$ cat config.mk
export PLATFORM = sky130hd
export DESIGN_NAME = cd_spi_csr
export DESIGN_NICKNAME = d
export VERILOG_FILES = /design/src/rtl/cd_spi_csr.sv
export SDC_FILE = /design/constraint.sdc
export NUM_CORES = 1
export LEC_CHECK = 0
export CAP_MARGIN = 10
export CORE_MARGIN = 4
export CORE_UTILIZATION = 52
export CTS_CLUSTER_SIZE = 12
export DETAILED_ROUTE_END_ITERATION = 10
export GPL_TIMING_DRIVEN = 0
export PLACE_DENSITY_LB_ADDON = 0.08
export SLEW_MARGIN = 20
export SYNTH_ARGS = -nofsm -noshare
export SYNTH_HDL_FRONTEND = slang
export SYNTH_SLANG_ARGS = --single-unit
$ cat constraint.sdc
create_clock -name clk -period 1.86 [get_ports clk]
set_input_delay 0.465 -clock clk [delete_from_list [all_inputs] [get_ports clk]]
set_output_delay 0.465 -clock clk [all_outputs]
set_load 0.05 [all_outputs]
$ cat src/rtl/cd_spi_csr.sv
// SPI mode-0 slave that turns host byte streams into single-cycle CSR read/write strobes.
// All SPI pins are oversampled in the clk domain; there is no logic clocked by spi_sclk.
module cd_spi_csr #(
  parameter int SYNC_STAGES = 2,
  parameter int RD_LAT      = 1
) (
  input  logic       clk,
  input  logic       reset_n,
  input  logic       spi_sclk,
  input  logic       spi_mosi,
  input  logic       spi_nss,
  output logic       spi_miso,
  output logic       spi_miso_oe,
  output logic [4:0] csr_address,
  output logic       csr_read,
  input  logic [7:0] csr_readdata,
  output logic       csr_write,
  output logic [7:0] csr_writedata
);

  typedef enum logic [1:0] {
    IDLE = 2'd0,
    CMD  = 2'd1,
    WR   = 2'd2,
    RD   = 2'd3
  } state_t;

  state_t state_reg, state_next;

  logic [SYNC_STAGES-1:0] sclk_sync_reg;
  logic [SYNC_STAGES-1:0] mosi_sync_reg;
  logic [SYNC_STAGES-1:0] nss_sync_reg;
  logic                   sclk_d_reg;
  logic                   nss_d_reg;
  logic                   armed_reg;
  logic                   miso_oe_reg;
  logic [2:0]             bit_cnt_reg;
  logic [7:0]             rx_shift_reg;
  logic [7:0]             tx_shift_reg;
  logic [RD_LAT-1:0]      rd_pipe_reg;
  logic                   csr_read_reg, csr_read_next;
  logic                   csr_write_reg, csr_write_next;
  logic [4:0]             csr_address_reg, csr_address_next;
  logic [7:0]             csr_writedata_reg, csr_writedata_next;

  logic       sclk_s, mosi_s, nss_s;
  logic       sclk_rise, sclk_fall, nss_fall, nss_rise;
  logic       active, byte_done, rd_capture;
  logic [7:0] rx_byte;

  assign sclk_s = sclk_sync_reg[SYNC_STAGES-1];
  assign mosi_s = mosi_sync_reg[SYNC_STAGES-1];
  assign nss_s  = nss_sync_reg[SYNC_STAGES-1];

  assign sclk_rise  = sclk_s & ~sclk_d_reg & ~nss_s;
  assign sclk_fall  = ~sclk_s & sclk_d_reg & ~nss_s;
  assign nss_fall   = ~nss_s & nss_d_reg;
  assign nss_rise   = nss_s & ~nss_d_reg;
  assign active     = (state_reg != IDLE);
  assign byte_done  = active & sclk_rise & (bit_cnt_reg == 3'd7) & ~nss_fall;
  assign rx_byte    = {rx_shift_reg[6:0], mosi_s};
  // A capture that lands after nss has gone high (state left RD) is dropped.
  assign rd_capture = rd_pipe_reg[RD_LAT-1] & (state_reg == RD);

  always_ff @(posedge clk or negedge reset_n) begin
    if (!reset_n) begin
      state_reg <= IDLE;
    end else begin
      state_reg <= state_next;
    end
  end

  always_comb begin
    state_next = state_reg;
    if (nss_fall) begin
      state_next = CMD;
    end else if (nss_rise) begin
      state_next = IDLE;
    end else if (byte_done && (state_reg == CMD)) begin
      state_next = rx_byte[7] ? WR : RD;
    end
  end

  always_comb begin
    csr_read_next      = 1'b0;
    csr_write_next     = 1'b0;
    csr_address_next   = csr_address_reg;
    csr_writedata_next = csr_writedata_reg;
    if (byte_done) begin
      case (state_reg)
        CMD: begin
          csr_address_next = rx_byte[4:0];
          csr_read_next    = ~rx_byte[7];
        end
        WR: begin
          csr_write_next     = 1'b1;
          csr_writedata_next = rx_byte;
        end
        RD:      csr_read_next = 1'b1;
        default: ;
      endcase
    end
  end

  always_ff @(posedge clk or negedge reset_n) begin
    if (!reset_n) begin
      sclk_sync_reg     <= '0;
      mosi_sync_reg     <= '0;
      nss_sync_reg      <= '0;
      sclk_d_reg        <= 1'b0;
      nss_d_reg         <= 1'b0;
      armed_reg         <= 1'b0;
      miso_oe_reg       <= 1'b0;
      bit_cnt_reg       <= 3'd0;
      rx_shift_reg      <= 8'h00;
      tx_shift_reg      <= 8'h00;
      rd_pipe_reg       <= '0;
      csr_read_reg      <= 1'b0;
      csr_write_reg     <= 1'b0;
      csr_address_reg   <= 5'd0;
      csr_writedata_reg <= 8'h00;
    end else begin
      sclk_sync_reg <= {sclk_sync_reg[SYNC_STAGES-2:0], spi_sclk};
      mosi_sync_reg <= {mosi_sync_reg[SYNC_STAGES-2:0], spi_mosi};
      nss_sync_reg  <= {nss_sync_reg[SYNC_STAGES-2:0], spi_nss};
      sclk_d_reg    <= sclk_s;
      nss_d_reg     <= nss_s;
      // The nss synchronizer resets to "selected"; keep MISO undriven until nss is seen high.
      if (nss_s) begin
        armed_reg <= 1'b1;
      end
      miso_oe_reg <= ~nss_s & armed_reg;

      if (nss_fall) begin
        bit_cnt_reg  <= 3'd0;
        rx_shift_reg <= 8'h00;
        tx_shift_reg <= 8'h00;
      end else begin
        if (active && sclk_rise) begin
          bit_cnt_reg  <= bit_cnt_reg + 3'd1;
          rx_shift_reg <= rx_byte;
        end
        // The fall right after a byte boundary (bit_cnt 0) keeps the freshly loaded MSB.
        if (rd_capture) begin
          tx_shift_reg <= csr_readdata;
        end else if (active && sclk_fall && (bit_cnt_reg != 3'd0)) begin
          tx_shift_reg <= {tx_shift_reg[6:0], 1'b0};
        end
      end

      rd_pipe_reg[0] <= csr_read_reg;
      for (int i = 1; i < RD_LAT; i++) begin
        rd_pipe_reg[i] <= rd_pipe_reg[i-1];
      end

      csr_read_reg      <= csr_read_next;
      csr_write_reg     <= csr_write_next;
      csr_address_reg   <= csr_address_next;
      csr_writedata_reg <= csr_writedata_next;
    end
  end

  assign spi_miso      = tx_shift_reg[7];
  assign spi_miso_oe   = miso_oe_reg;
  assign csr_address   = csr_address_reg;
  assign csr_read      = csr_read_reg;
  assign csr_write     = csr_write_reg;
  assign csr_writedata = csr_writedata_reg;

endmodule
==> results by group <==
Cells and area
  – Fin area: 2320 um2
  – Most frequent cells in the layout: 44 x dfrtp_1, 19 x nor2_1, 17 x dlygate4sd2_1, 16 x mux2i_1, 13 x mux2_2
  – Multi-input gate area: 681 um2
  – Commonest non-fill, non-tap cell in the layout: dfrtp_1
  – NumNets Final: 194
  – Layout cells sized above 1: 21.5%
  – Layout area overhead: 25.9%
  – Register area: 1150 um2
  – Diodes inserted: 0
  – Fill cell count: 253
  – Fin util: 68.4%
  – Cell Count, Final, Fillers Out: 223

Floorplan
  – Starting density of the core: 54.4%
  – Die Area: 4560 um2
  – Ports: 30
  – Die X: 67.5 um
  – Core ar.: 3390 um2
  – Cell Rows: 21
  – Die H: 67.5 um

Worst setup path
  – Req. time, crit path: 2.13 ns
  – Worst r2r src: bit_cnt_reg[0]$_DFFE_PN0P_
  – RR Endpoint: tx_shift_reg[1]$_DFFE_PN0P_
  – Crit path max fanout: 8
  – Reg2reg setup slack: 0.09 ns
  – R2r worst-path depth: 7
  – CP arrival: 2.03 ns
  – Critical path class: reg2reg
  – Critical Path End Type: register
  – Critical Path Start Type: register

STA
  – Final setup viols: 0
  – Tmin final: 1.77 ns
  – Period utilisation layout: 95.1%
  – Max_slew headroom: 62.0%
  – Worst-margin pin slew: 0.570 ns
  – Clk_skew: 0.00612 ns
  – Hold Fails Final Rpt: 0
  – Max-slew violation count: 0
  – Achievable Freq: 565 MHz

Place
  – DP Cell Count: 214
  – HPWL after DPL: 2370 um
  – Port bufs: 29
  – Area of placed instances: 2210 um2
  – RD Place Congestion: 0.771

Global route
  – Overall global routing resource usage: 17.4%
  – First-pass GRT wire length: 5640 um
  – Initial antenna violation count: 0
  – Largest net degree at the start of global routing: 29
  – Vias in the first global route: 1208
  – Grt ovf: 0

Clocking
  – Clk buf depth: 2
  – Clk_lat worst skew: 0.35 ns
  – H-tree lvl count: 2
  – CTS tree: built
  – CTS sink count: 46
  – Clk root buf: clkbuf_4
  – Clock transition at path regs: 0.12 ns
  – CTS hold repair buffers: 0
  – Num CTS Buffers: 5

Detailed routing
  – Post-DR vias/cell: 5.21
  – Final wirelength: 3300 um
  – Vias: 1161
  – Iter 0 DRT Violations: 58
  – Remaining DRCs: 0
  – Drt first pass iters: 4
  – Antenna Nets Post-Route: 0
  – DR WL/cell: 14.8 um

Synthesis
  – Simple-Gate Fraction of Synth Area: 9.98%
  – Syn Area/Cell: 13.4 um2
  – Sequential fraction of the synthesis area: 62.5%
  – Syn. warnings: 0
  – Cell taking the most area after synthesis: dfrtp_1
  – Post-Syn Instances: 138
  – Yosys top cell area share: 62.5%
  – Synth Area in Adders: 3.39%
  – Mux cell area share after synthesis: 16.6%
  – Synth Area in XOR/XNOR: 0.475%
  – Largest family of logic cells by synthesized area: multiplexers
  – Synthesized flop and latch total: 46
  – Area contributors post-synth: dfrtp_1 62%, mux2i_1 8.7%, mux2_2 7.9%
  – Post-synthesis compound-gate area fraction: 4.48%
  – Unique cell type count in the Yosys netlist: 21
  – Synth Net Count: 156
  – Mapped cell area: 1840 um2

Pwr
  – Leakage power: 0.00123 uW
  – Post-route total power: 1730 uW
  – Cell Pwr Density: 744 nW/um2
  – Max VDD drop: 0.568 mV

Worst hold path
  – Hold Crit Class: in2async

Run
  – Max-Cap Viols: 0

Outcome
  – Run status: complete, no violations
final cells by class:
class / count / share of cell area (%)
tap: 46 / 2.48
inverter: 7 / 1.13
timing repair buffer: 31 / 12.6
buffer: 5 / 1.35
sequential: 46 / 49.7
clock buffer: 8 / 3.40
multi-input combinational: 80 / 29.3
cell families (layout without fill, tap and decap cells):
kind of cell             after synthesis  in the layout
XOR/XNOR                               1              1
adder cells (fa/ha/maj)                5              5
flip-flops                            46             46
multiplexers                          29             29
AND/OR/NAND/NOR                       33             33
AO/OA/AOI/OAI                         12             12
buffers and inverters                 12             51
through the flow:
step	TNS [ns]	setup slack (ns)	hold WS, ns
after floorplan	0	0.162	0.169
after global placement	-37.43	-0.816	0.334
after detailed placement	-0.832	-0.116	0.340
after CTS	0	0.00854	0.0296
after global routing	-0.000348	-0.000348	0.0394
final	0	0.0908	0.0312
power by group:
group / leakage [uW] / switching [uW] / internal [uW]
sequential: 0.000608 / 21.3 / 1020
combinational: 0.000576 / 65.3 / 64.9
clock: 0.0000446 / 294 / 259
total: 0.00123 / 381 / 1340
worst max-delay path: stages, from the launching register on:
cell,delay (ns)
dfrtp_1,0.40
inv_1,0.05
ha_1,0.18
nor2b_1,0.12
or4_1,0.41
buf_6,0.17
mux2i_1,0.12
a211oi_1,0.23
how the worst max path moves through the flow:
stage | start | slack [ns] | endpoint
final | bit_cnt_reg[0]$_DFFE_PN0P_ | 0.09 | tx_shift_reg[1]$_DFFE_PN0P_
after global routing | bit_cnt_reg[0]$_DFFE_PN0P_ | -0.0003 | tx_shift_reg[1]$_DFFE_PN0P_
after global placement | reset_n | -0.82 | csr_address[2]$_DFFE_PN0P_
after detailed placement | nss_sync_reg[1]$_DFF_PN0_ | -0.12 | csr_writedata[6]$_DFFE_PN0P_
after floorplan | bit_cnt_reg[0]$_DFFE_PN0P_ | 0.16 | tx_shift_reg[7]$_DFFE_PN0P_
after CTS | bit_cnt_reg[0]$_DFFE_PN0P_ | 0.009 | tx_shift_reg[6]$_DFFE_PN0P_
cells in the mapped netlist:
master,n
or4_1,1
mux2i_1,16
or2_2,1
ha_1,5
nand3_1,4
nor2_1,19
mux2_2,13
nand2b_1,1
nand4_1,1
nand4b_2,1
nor4b_4,1
o32a_1,1
xnor2_1,1
dfrtp_1,46
buf_2,2
clkbuf_1,3
inv_1,7
nor2b_1,3
a211oi_1,7
a21oi_1,4
nor4b_1,1
metal layers:
layer  track usage [%]  share of wire [%]  vias up  wire (um)
li1                  -                  -      552          -
met1              22.1                 43      579       1410
met2              27.2                 51       24       1670
met3              5.99                5.1        6        170
met4              6.84                1.6        0         52
met5                 0                  0        -          0
timing repair:
action,CTS,global route
pin swaps,0,2
gates resized for setup,21,10
setup buffers,1,0
endpoints found under the setup margin,36,28
No activity file was read; power rests on OpenSTA's default activity.
